==> src/rtl/id_ex_decode_stage_pkg.sv <==
// Shared MIPS decode constants: ALU op codes, opcode/funct/REGIMM encodings and operand selects.
// The EX-stage ALU imports the same package so both ends agree on the op code values.
package id_ex_decode_stage_pkg;

    localparam logic [4:0] ALU_ADD  = 5'b00000;
    localparam logic [4:0] ALU_AND  = 5'b00001;
    localparam logic [4:0] ALU_XOR  = 5'b00010;
    localparam logic [4:0] ALU_OR   = 5'b00011;
    localparam logic [4:0] ALU_NOR  = 5'b00100;
    localparam logic [4:0] ALU_SUB  = 5'b00101;
    localparam logic [4:0] ALU_ANDI = 5'b00110;
    localparam logic [4:0] ALU_XORI = 5'b00111;
    localparam logic [4:0] ALU_ORI  = 5'b01000;
    localparam logic [4:0] ALU_JR   = 5'b01001;
    localparam logic [4:0] ALU_BEQ  = 5'b01010;
    localparam logic [4:0] ALU_BNE  = 5'b01011;
    localparam logic [4:0] ALU_BGEZ = 5'b01100;
    localparam logic [4:0] ALU_BGTZ = 5'b01101;
    localparam logic [4:0] ALU_BLEZ = 5'b01110;
    localparam logic [4:0] ALU_BLTZ = 5'b01111;
    localparam logic [4:0] ALU_SLL  = 5'b10000;
    localparam logic [4:0] ALU_SRL  = 5'b10001;
    localparam logic [4:0] ALU_SRA  = 5'b10010;
    localparam logic [4:0] ALU_SLT  = 5'b10011;
    localparam logic [4:0] ALU_SLTU = 5'b10100;

    localparam logic [5:0] OP_RTYPE  = 6'b000000;
    localparam logic [5:0] OP_REGIMM = 6'b000001;
    localparam logic [5:0] OP_J      = 6'b000010;
    localparam logic [5:0] OP_JAL    = 6'b000011;
    localparam logic [5:0] OP_BEQ    = 6'b000100;
    localparam logic [5:0] OP_BNE    = 6'b000101;
    localparam logic [5:0] OP_BLEZ   = 6'b000110;
    localparam logic [5:0] OP_BGTZ   = 6'b000111;
    localparam logic [5:0] OP_ADDI   = 6'b001000;
    localparam logic [5:0] OP_ADDIU  = 6'b001001;
    localparam logic [5:0] OP_SLTI   = 6'b001010;
    localparam logic [5:0] OP_SLTIU  = 6'b001011;
    localparam logic [5:0] OP_ANDI   = 6'b001100;
    localparam logic [5:0] OP_ORI    = 6'b001101;
    localparam logic [5:0] OP_XORI   = 6'b001110;
    localparam logic [5:0] OP_LUI    = 6'b001111;
    localparam logic [5:0] OP_LW     = 6'b100011;
    localparam logic [5:0] OP_SW     = 6'b101011;

    localparam logic [5:0] FN_SLL  = 6'b000000;
    localparam logic [5:0] FN_SRL  = 6'b000010;
    localparam logic [5:0] FN_SRA  = 6'b000011;
    localparam logic [5:0] FN_SLLV = 6'b000100;
    localparam logic [5:0] FN_SRLV = 6'b000110;
    localparam logic [5:0] FN_SRAV = 6'b000111;
    localparam logic [5:0] FN_JR   = 6'b001000;
    localparam logic [5:0] FN_ADD  = 6'b100000;
    localparam logic [5:0] FN_ADDU = 6'b100001;
    localparam logic [5:0] FN_SUB  = 6'b100010;
    localparam logic [5:0] FN_SUBU = 6'b100011;
    localparam logic [5:0] FN_AND  = 6'b100100;
    localparam logic [5:0] FN_OR   = 6'b100101;
    localparam logic [5:0] FN_XOR  = 6'b100110;
    localparam logic [5:0] FN_NOR  = 6'b100111;
    localparam logic [5:0] FN_SLT  = 6'b101010;
    localparam logic [5:0] FN_SLTU = 6'b101011;

    localparam logic [4:0] RI_BLTZ = 5'd0;
    localparam logic [4:0] RI_BGEZ = 5'd1;

    typedef enum logic [1:0] {A_RS, A_SHAMT, A_ZERO, A_PC4} a_sel_e;
    typedef enum logic [1:0] {B_RT, B_SIMM, B_LUI, B_FOUR} b_sel_e;

endpackage

==> src/rtl/id_ex_decode_stage_alu_ctrl_decode.sv <==
// Combinational instruction decode: ALU op code, operand selects, destination and control bits.
// A non-writing instruction reports dst=0 so downstream hazard logic never matches it.
module id_ex_decode_stage_alu_ctrl_decode
    import id_ex_decode_stage_pkg::*;
#(
    parameter int REG_AW   = 5,
    parameter int LINK_REG = 31
) (
    input  logic [5:0]        opcode,
    input  logic [5:0]        funct,
    input  logic [4:0]        rt,
    input  logic [4:0]        rd,
    output logic [4:0]        alu_code,
    output a_sel_e            a_sel,
    output b_sel_e            b_sel,
    output logic [REG_AW-1:0] dst,
    output logic              writes,
    output logic              mem_read,
    output logic              mem_write,
    output logic              ovf_trap,
    output logic              uses_rs,
    output logic              uses_rt,
    output logic              illegal
);

    always_comb begin
        alu_code  = ALU_ADD;
        a_sel     = A_RS;
        b_sel     = B_RT;
        dst       = '0;
        writes    = 1'b0;
        mem_read  = 1'b0;
        mem_write = 1'b0;
        ovf_trap  = 1'b0;
        uses_rs   = 1'b0;
        uses_rt   = 1'b0;
        illegal   = 1'b0;
        case (opcode)
            OP_RTYPE: begin
                uses_rs = 1'b1;
                uses_rt = 1'b1;
                writes  = 1'b1;
                dst     = REG_AW'(rd);
                case (funct)
                    FN_SLL:  begin alu_code = ALU_SLL; a_sel = A_SHAMT; uses_rs = 1'b0; end
                    FN_SRL:  begin alu_code = ALU_SRL; a_sel = A_SHAMT; uses_rs = 1'b0; end
                    FN_SRA:  begin alu_code = ALU_SRA; a_sel = A_SHAMT; uses_rs = 1'b0; end
                    FN_SLLV: alu_code = ALU_SLL;
                    FN_SRLV: alu_code = ALU_SRL;
                    FN_SRAV: alu_code = ALU_SRA;
                    FN_JR:   begin alu_code = ALU_JR; writes = 1'b0; dst = '0; end
                    FN_ADD:  begin alu_code = ALU_ADD; ovf_trap = 1'b1; end
                    FN_ADDU: alu_code = ALU_ADD;
                    FN_SUB:  begin alu_code = ALU_SUB; ovf_trap = 1'b1; end
                    FN_SUBU: alu_code = ALU_SUB;
                    FN_AND:  alu_code = ALU_AND;
                    FN_OR:   alu_code = ALU_OR;
                    FN_XOR:  alu_code = ALU_XOR;
                    FN_NOR:  alu_code = ALU_NOR;
                    FN_SLT:  alu_code = ALU_SLT;
                    FN_SLTU: alu_code = ALU_SLTU;
                    default: begin
                        illegal = 1'b1;
                        writes  = 1'b0;
                        dst     = '0;
                        uses_rs = 1'b0;
                        uses_rt = 1'b0;
                    end
                endcase
            end
            OP_REGIMM: begin
                uses_rs = 1'b1;
                case (rt)
                    RI_BLTZ: alu_code = ALU_BLTZ;
                    RI_BGEZ: alu_code = ALU_BGEZ;
                    default: begin illegal = 1'b1; uses_rs = 1'b0; end
                endcase
            end
            OP_J: ;
            OP_JAL: begin
                a_sel  = A_PC4;
                b_sel  = B_FOUR;
                writes = 1'b1;
                dst    = REG_AW'(LINK_REG);
            end
            OP_BEQ:  begin alu_code = ALU_BEQ;  uses_rs = 1'b1; uses_rt = 1'b1; end
            OP_BNE:  begin alu_code = ALU_BNE;  uses_rs = 1'b1; uses_rt = 1'b1; end
            OP_BLEZ: begin alu_code = ALU_BLEZ; uses_rs = 1'b1; end
            OP_BGTZ: begin alu_code = ALU_BGTZ; uses_rs = 1'b1; end
            OP_ADDI, OP_ADDIU, OP_SLTI, OP_SLTIU, OP_ANDI, OP_ORI, OP_XORI: begin
                b_sel    = B_SIMM;
                uses_rs  = 1'b1;
                writes   = 1'b1;
                dst      = REG_AW'(rt);
                ovf_trap = (opcode == OP_ADDI);
                case (opcode)
                    OP_SLTI:  alu_code = ALU_SLT;
                    OP_SLTIU: alu_code = ALU_SLTU;
                    OP_ANDI:  alu_code = ALU_ANDI;
                    OP_ORI:   alu_code = ALU_ORI;
                    OP_XORI:  alu_code = ALU_XORI;
                    default:  alu_code = ALU_ADD;
                endcase
            end
            OP_LUI: begin
                a_sel  = A_ZERO;
                b_sel  = B_LUI;
                writes = 1'b1;
                dst    = REG_AW'(rt);
            end
            OP_LW: begin
                b_sel    = B_SIMM;
                uses_rs  = 1'b1;
                mem_read = 1'b1;
                writes   = 1'b1;
                dst      = REG_AW'(rt);
            end
            OP_SW: begin
                b_sel     = B_SIMM;
                uses_rs   = 1'b1;
                uses_rt   = 1'b1;
                mem_write = 1'b1;
            end
            default: illegal = 1'b1;
        endcase
    end

endmodule

==> src/rtl/id_ex_decode_stage.sv <==
// ID-stage decode plus ID/EX pipeline register with flush, hold and load-use bubble insertion.
// Operand muxes and hazard detection live here; the instruction decode is in the sub-module.
module id_ex_decode_stage
    import id_ex_decode_stage_pkg::*;
#(
    parameter int DATA_W   = 32,
    parameter int REG_AW   = 5,
    parameter int LINK_REG = 31
) (
    input  logic              clk,
    input  logic              rst_n,
    input  logic              id_valid,
    input  logic [31:0]       id_instr,
    input  logic [DATA_W-1:0] id_pc_plus4,
    input  logic [DATA_W-1:0] id_rs_data,
    input  logic [DATA_W-1:0] id_rt_data,
    input  logic              ex_hold,
    input  logic              flush,
    output logic              hazard_stall,
    output logic              ex_valid,
    output logic [4:0]        ex_alu_code,
    output logic [DATA_W-1:0] ex_alu_a,
    output logic [DATA_W-1:0] ex_alu_b,
    output logic [DATA_W-1:0] ex_store_data,
    output logic [REG_AW-1:0] ex_dst_reg,
    output logic              ex_reg_write,
    output logic              ex_mem_read,
    output logic              ex_mem_write,
    output logic              ex_ovf_trap,
    output logic              ex_illegal
);

    logic [4:0]        rs_f, rt_f, shamt;
    logic [15:0]       imm;
    logic [4:0]        dec_code;
    a_sel_e            a_sel;
    b_sel_e            b_sel;
    logic [REG_AW-1:0] dec_dst;
    logic              dec_writes, dec_mem_read, dec_mem_write, dec_ovf, dec_illegal;
    logic              uses_rs, uses_rt, hazard;
    logic [DATA_W-1:0] alu_a, alu_b;

    assign rs_f  = id_instr[25:21];
    assign rt_f  = id_instr[20:16];
    assign shamt = id_instr[10:6];
    assign imm   = id_instr[15:0];

    id_ex_decode_stage_alu_ctrl_decode #(
        .REG_AW   (REG_AW),
        .LINK_REG (LINK_REG)
    ) u_dec (
        .opcode    (id_instr[31:26]),
        .funct     (id_instr[5:0]),
        .rt        (rt_f),
        .rd        (id_instr[15:11]),
        .alu_code  (dec_code),
        .a_sel     (a_sel),
        .b_sel     (b_sel),
        .dst       (dec_dst),
        .writes    (dec_writes),
        .mem_read  (dec_mem_read),
        .mem_write (dec_mem_write),
        .ovf_trap  (dec_ovf),
        .uses_rs   (uses_rs),
        .uses_rt   (uses_rt),
        .illegal   (dec_illegal)
    );

    always_comb begin
        alu_a = id_rs_data;
        case (a_sel)
            A_SHAMT: alu_a = {{(DATA_W-5){1'b0}}, shamt};
            A_ZERO:  alu_a = '0;
            A_PC4:   alu_a = id_pc_plus4;
            default: alu_a = id_rs_data;
        endcase
    end

    always_comb begin
        alu_b = id_rt_data;
        case (b_sel)
            B_SIMM:  alu_b = {{(DATA_W-16){imm[15]}}, imm};
            B_LUI:   alu_b = DATA_W'({imm, 16'h0000});
            B_FOUR:  alu_b = DATA_W'(32'd4);
            default: alu_b = id_rt_data;
        endcase
    end

    // A load to $0 never produces a value worth waiting for.
    assign hazard = ex_valid && ex_mem_read && (ex_dst_reg != '0) && id_valid &&
                    ((uses_rs && (REG_AW'(rs_f) == ex_dst_reg)) ||
                     (uses_rt && (REG_AW'(rt_f) == ex_dst_reg)));
    assign hazard_stall = hazard && !flush;

    always_ff @(posedge clk or negedge rst_n) begin
        if (!rst_n) begin
            ex_valid      <= 1'b0;
            ex_alu_code   <= ALU_ADD;
            ex_alu_a      <= '0;
            ex_alu_b      <= '0;
            ex_store_data <= '0;
            ex_dst_reg    <= '0;
            ex_reg_write  <= 1'b0;
            ex_mem_read   <= 1'b0;
            ex_mem_write  <= 1'b0;
            ex_ovf_trap   <= 1'b0;
            ex_illegal    <= 1'b0;
        end else if (flush || (!ex_hold && hazard)) begin
            // Bubble: enables cleared, datapath follows ID so it stays deterministic.
            ex_valid      <= 1'b0;
            ex_alu_code   <= dec_code;
            ex_alu_a      <= alu_a;
            ex_alu_b      <= alu_b;
            ex_store_data <= id_rt_data;
            ex_dst_reg    <= '0;
            ex_reg_write  <= 1'b0;
            ex_mem_read   <= 1'b0;
            ex_mem_write  <= 1'b0;
            ex_ovf_trap   <= 1'b0;
            ex_illegal    <= 1'b0;
        end else if (!ex_hold) begin
            ex_valid      <= id_valid;
            ex_alu_code   <= dec_code;
            ex_alu_a      <= alu_a;
            ex_alu_b      <= alu_b;
            ex_store_data <= id_rt_data;
            ex_dst_reg    <= dec_dst;
            ex_reg_write  <= id_valid && dec_writes && (dec_dst != '0);
            ex_mem_read   <= id_valid && dec_mem_read;
            ex_mem_write  <= id_valid && dec_mem_write;
            ex_ovf_trap   <= id_valid && dec_ovf;
            ex_illegal    <= id_valid && dec_illegal;
        end
    end

endmodule

==> config.mk <==
export PLATFORM = sky130hd
export DESIGN_NAME = id_ex_decode_stage
export DESIGN_NICKNAME = d
export VERILOG_FILES = /design/src/rtl/id_ex_decode_stage_pkg.sv /design/src/rtl/id_ex_decode_stage_alu_ctrl_decode.sv /design/src/rtl/id_ex_decode_stage.sv
export SDC_FILE = /design/constraint.sdc
export NUM_CORES = 1
export LEC_CHECK = 0
export CORE_MARGIN = 2
export CORE_UTILIZATION = 40
export CTS_CLUSTER_SIZE = 25
export DETAILED_ROUTE_END_ITERATION = 10
export PLACE_DENSITY = 0.77
export SLEW_MARGIN = 20
export SYNTH_ARGS = -nofsm -noshare
export SYNTH_HDL_FRONTEND = slang
export SYNTH_SLANG_ARGS = --single-unit
==> constraint.sdc <==
create_clock -name clk -period 4.8 [get_ports clk]
set_clock_uncertainty 0.2 [all_clocks]
set_input_delay 0.96 -clock clk [delete_from_list [all_inputs] [get_ports clk]]
set_output_delay 0.96 -clock clk [all_outputs]
set_load 0.03 [all_outputs]
==> flow_summary.json <==
{
  "crit_buf_inv": 2,
  "async_reset_ff_share_pct": 100.0,
  "fmaxAchievable_mhz": 238.3,
  "maxSlewHeadroom_pct": 30.38,
  "cts_buffers": 9,
  "die_x_um": 124.8,
  "crit_arrival_ps": 3040,
  "start_kind": "primary input",
  "switching_share_pct": 31.89,
  "drive_above_1_share_pct": 10.04,
  "grt_pass1_wl_mm": 31.11,
  "nets": 976,
  "drt-vias-per-instance": 5.495,
  "ys_seq_area_share_pct": 48.03,
  "hold_ws_ps": 268.4,
  "setup-violations-final": 0,
  "worst_slew_pin_slew_ps": 1044,
  "max_stage_delay_ps": 630,
  "cts.sinks": 112,
  "seq_power_share_pct": 41.0,
  "peakVddDrop_v": 0.0001611,
  "synth-seq-cells": 112,
  "end_kind": "primary output",
  "path_clk_slew_ps": 80,
  "first_pass_iters": 6,
  "drt-total-wl_mm": 19.47,
  "path_cells": "clkdlybuf4s50_1 -> or4_4 -> nor2_1 -> and3_1 -> o31ai_1 -> a21oi_1 -> buf_4",
  "min_path_type": "reg -> reg",
  "drcViolationCount": 0,
  "cp.required_ps": 3640,
  "grt_max_degree": 96,
  "leakagePower_uw": 0.003598,
  "area_delta_synth_final_pct": 49.76,
  "p_clk_share_pct": 30.0,
  "synth_warnings": 0,
  "grt_usage_pct": 25.16,
  "p_comb_share_pct": 28.9,
  "die_area_mm2": 0.01557,
  "grt-ovfl-total": 0,
  "clock_latency_ps": 350,
  "maxSlewViolCount": 0,
  "cts_hold_buf": 0,
  "first_iter_violations": 446,
  "io_pins": 246,
  "path_max_fanout": 11,
  "startpoint": "id_instr[26]",
  "multi_input_area_mm2": 0.002761,
  "ctsHtreeMaxLevel": 3,
  "syn_avg_cell_area_um2": 9.382,
  "io_buffers": 245,
  "grt_pass1_vias": 5480,
  "cts_resized": 0,
  "cts_root_buf": "clkbuf_16",
  "r2r_slack_ps": 2270,
  "finalHoldViolCount": 0,
  "synth_edf_count": 0,
  "antenna_left": 0,
  "max_cap_violations": 0,
  "switchingPower_uw": 836.4,
  "die_y_um": 124.8,
  "start_util_pct": 40.61,
  "regArea_mm2": 0.002803,
  "cts_tree": "done",
  "num_antenna_cells": 0,
  "core-area_mm2": 0.01437,
  "synthFlopType": "dfrtp_1",
  "critPathTopFamily": "simple AND/OR/NAND/NOR gates",
  "antenna_found_initial": 0,
  "worstReg2RegStart": "ex_dst_reg[1]",
  "fin_crit_ps": 4196,
  "critical_path_class": "in -> out",
  "cts_setup_buffers": 0,
  "cp_slowest_cell": "or4_4",
  "reg_top3": "ex_alu_a x32, ex_alu_b x32, ex_store_data x32",
  "min_from": "ex_store_data[5]",
  "dr_total_vias": 5665,
  "rsz0062_at_grt": "false",
  "syn_area_mm2": 0.005836,
  "fin_tns_setup_ps": 0,
  "placementRows": 44,
  "clockBufferDepth": 2,
  "synth_cell_types": 66,
  "intPower_uw": 1786,
  "synth_fp_nets": 755,
  "hpwl_mm": 14.02,
  "status": "complete, no violations",
  "wl_per_cell_um": 18.89,
  "p_per_area_mw_per_mm2": 300.1,
  "netlist_instances": 622,
  "finalCritPeriodShare_pct": 87.43,
  "routabilityCongestion": 0.9012,
  "fill_cells": 1254
}
[routing by layer]
layer,up-vias,global-route usage [%],wire length (um)
li1,2672,-,-
met5,-,0,0
met3,33,6.486,1562
met2,266,40.34,9193
met4,0,7.535,443
met1,2694,33.66,8271
[layout make-up]
type / count / share of cell area [%]
tap: 184 / 2.634
timing repair buffer: 265 / 29.86
clock buffer: 10 / 2.734
clock inverter: 5 / 0.7588
inverter: 8 / 0.3436
multi-input combinational: 447 / 31.60
sequential: 112 / 32.07
[tightest hold or removal path, cell delays in order, from the launching register on]
cell and delay [ps]:
dfrtp_1 350, nand2_1 50, nand2_1 40
[path summary, 6_finish.rpt]
kind | to | cells past startpoint
max | hazard_stall | 7
min | ex_store_data[5] | 2
max reg2reg | ex_mem_read | 6
min reg2reg | ex_store_data[5] | 2
max in group asynchronous | ex_store_data[26] | 2
min in group asynchronous | ex_store_data[19] | 1
[stage by stage]
stage | utilization (%) | instances | instance area [um2] | setup WS [ps] | total power [uW]
after detailed placement | 58.70 | 1016 | 8434 | 620.5 | 1855
after global placement | 58.70 | 1016 | 8434 | 635.4 | 1847
after CTS | 60.82 | 1031 | 8740 | 620.2 | 2647
after floorplan | - | 622 | 5836 | 1142 | 1462
after global routing | 60.82 | 1031 | 8740 | 418.1 | 2745
final | 60.82 | 1031 | 8740 | 603.5 | 2623
[cells by family (layout without fill, tap and decap cells)]
family / Yosys count / after routing / share of synthesized area [%]
AOI/OAI and AO/OA: 151 / 151 / 23.39
xor gates and xnor gates: 10 / 10 / 1.501
adders and majority gates: 1 / 1 / 0.1715
buffers and inverters: 63 / 288 / 5.039
DFF: 112 / 112 / 48.03
muxes: 1 / 1 / 0.1715
and+or+nand+nor: 284 / 284 / 21.70
[cell usage in the layout, fill, tap and decap left out, types with 5 or more instances in the layout]
master           count
clkdlybuf4s50_1    243
nor2_1             120
nand2_1            113
dfrtp_1            112
a21oi_1             34
a221oi_1            32
a221oi_2            27
buf_4               21
clkbuf_16            9
o21ai_0              8
nor3_1               8
o21ai_1              7
inv_1                6
xnor2_1              6
a222oi_1             5
[cells in the mapped netlist (2+ instances only)]
library cell  number  area share (%)
buf_2             16             1.4
a221oi_2          27             6.9
inv_1              6            0.39
or4_1              3            0.39
a211oi_1           2            0.26
buf_4              2            0.26
xnor2_1            6            0.90
clkbuf_1          27             1.7
nand3_1            4            0.34
a222oi_1           5            0.86
nor2b_1            4            0.43
a221o_1            2            0.34
and3_1             3            0.32
buf_1              6            0.39
nand2_1          113             7.3
o21ai_0            8            0.69
nor4_4             2            0.73
a2111oi_2          3            0.77
o21a_1             2            0.26
o32ai_1            3            0.45
inv_2              2            0.13
a21o_1             2            0.26
buf_6              4            0.77
nor4_1             4            0.43
a31oi_1            4            0.43
a22o_1             3            0.45
a2111oi_4          2            0.94
nand2b_1           5            0.54
a221oi_1          32             4.8
o21ai_1            7            0.60
and2_1             3            0.32
a32oi_1            2            0.30
dfrtp_1          112              48
nor3_1             8            0.69
a41oi_1            2            0.30
a21oi_1           34             2.9
xor2_1             4            0.60
nor2_1           120             7.7
[power by group through the flow]
stage | sequential, uW | clock (uW) | combinational (uW)
after floorplan | 1270 | 0 | 196
after global placement | 1090 | 0 | 756
after detailed placement | 1090 | 0 | 761
after CTS | 1080 | 808 | 763
after global routing | 1090 | 847 | 809
final | 1080 | 787 | 759
Power figures use the tool's default switching activity.
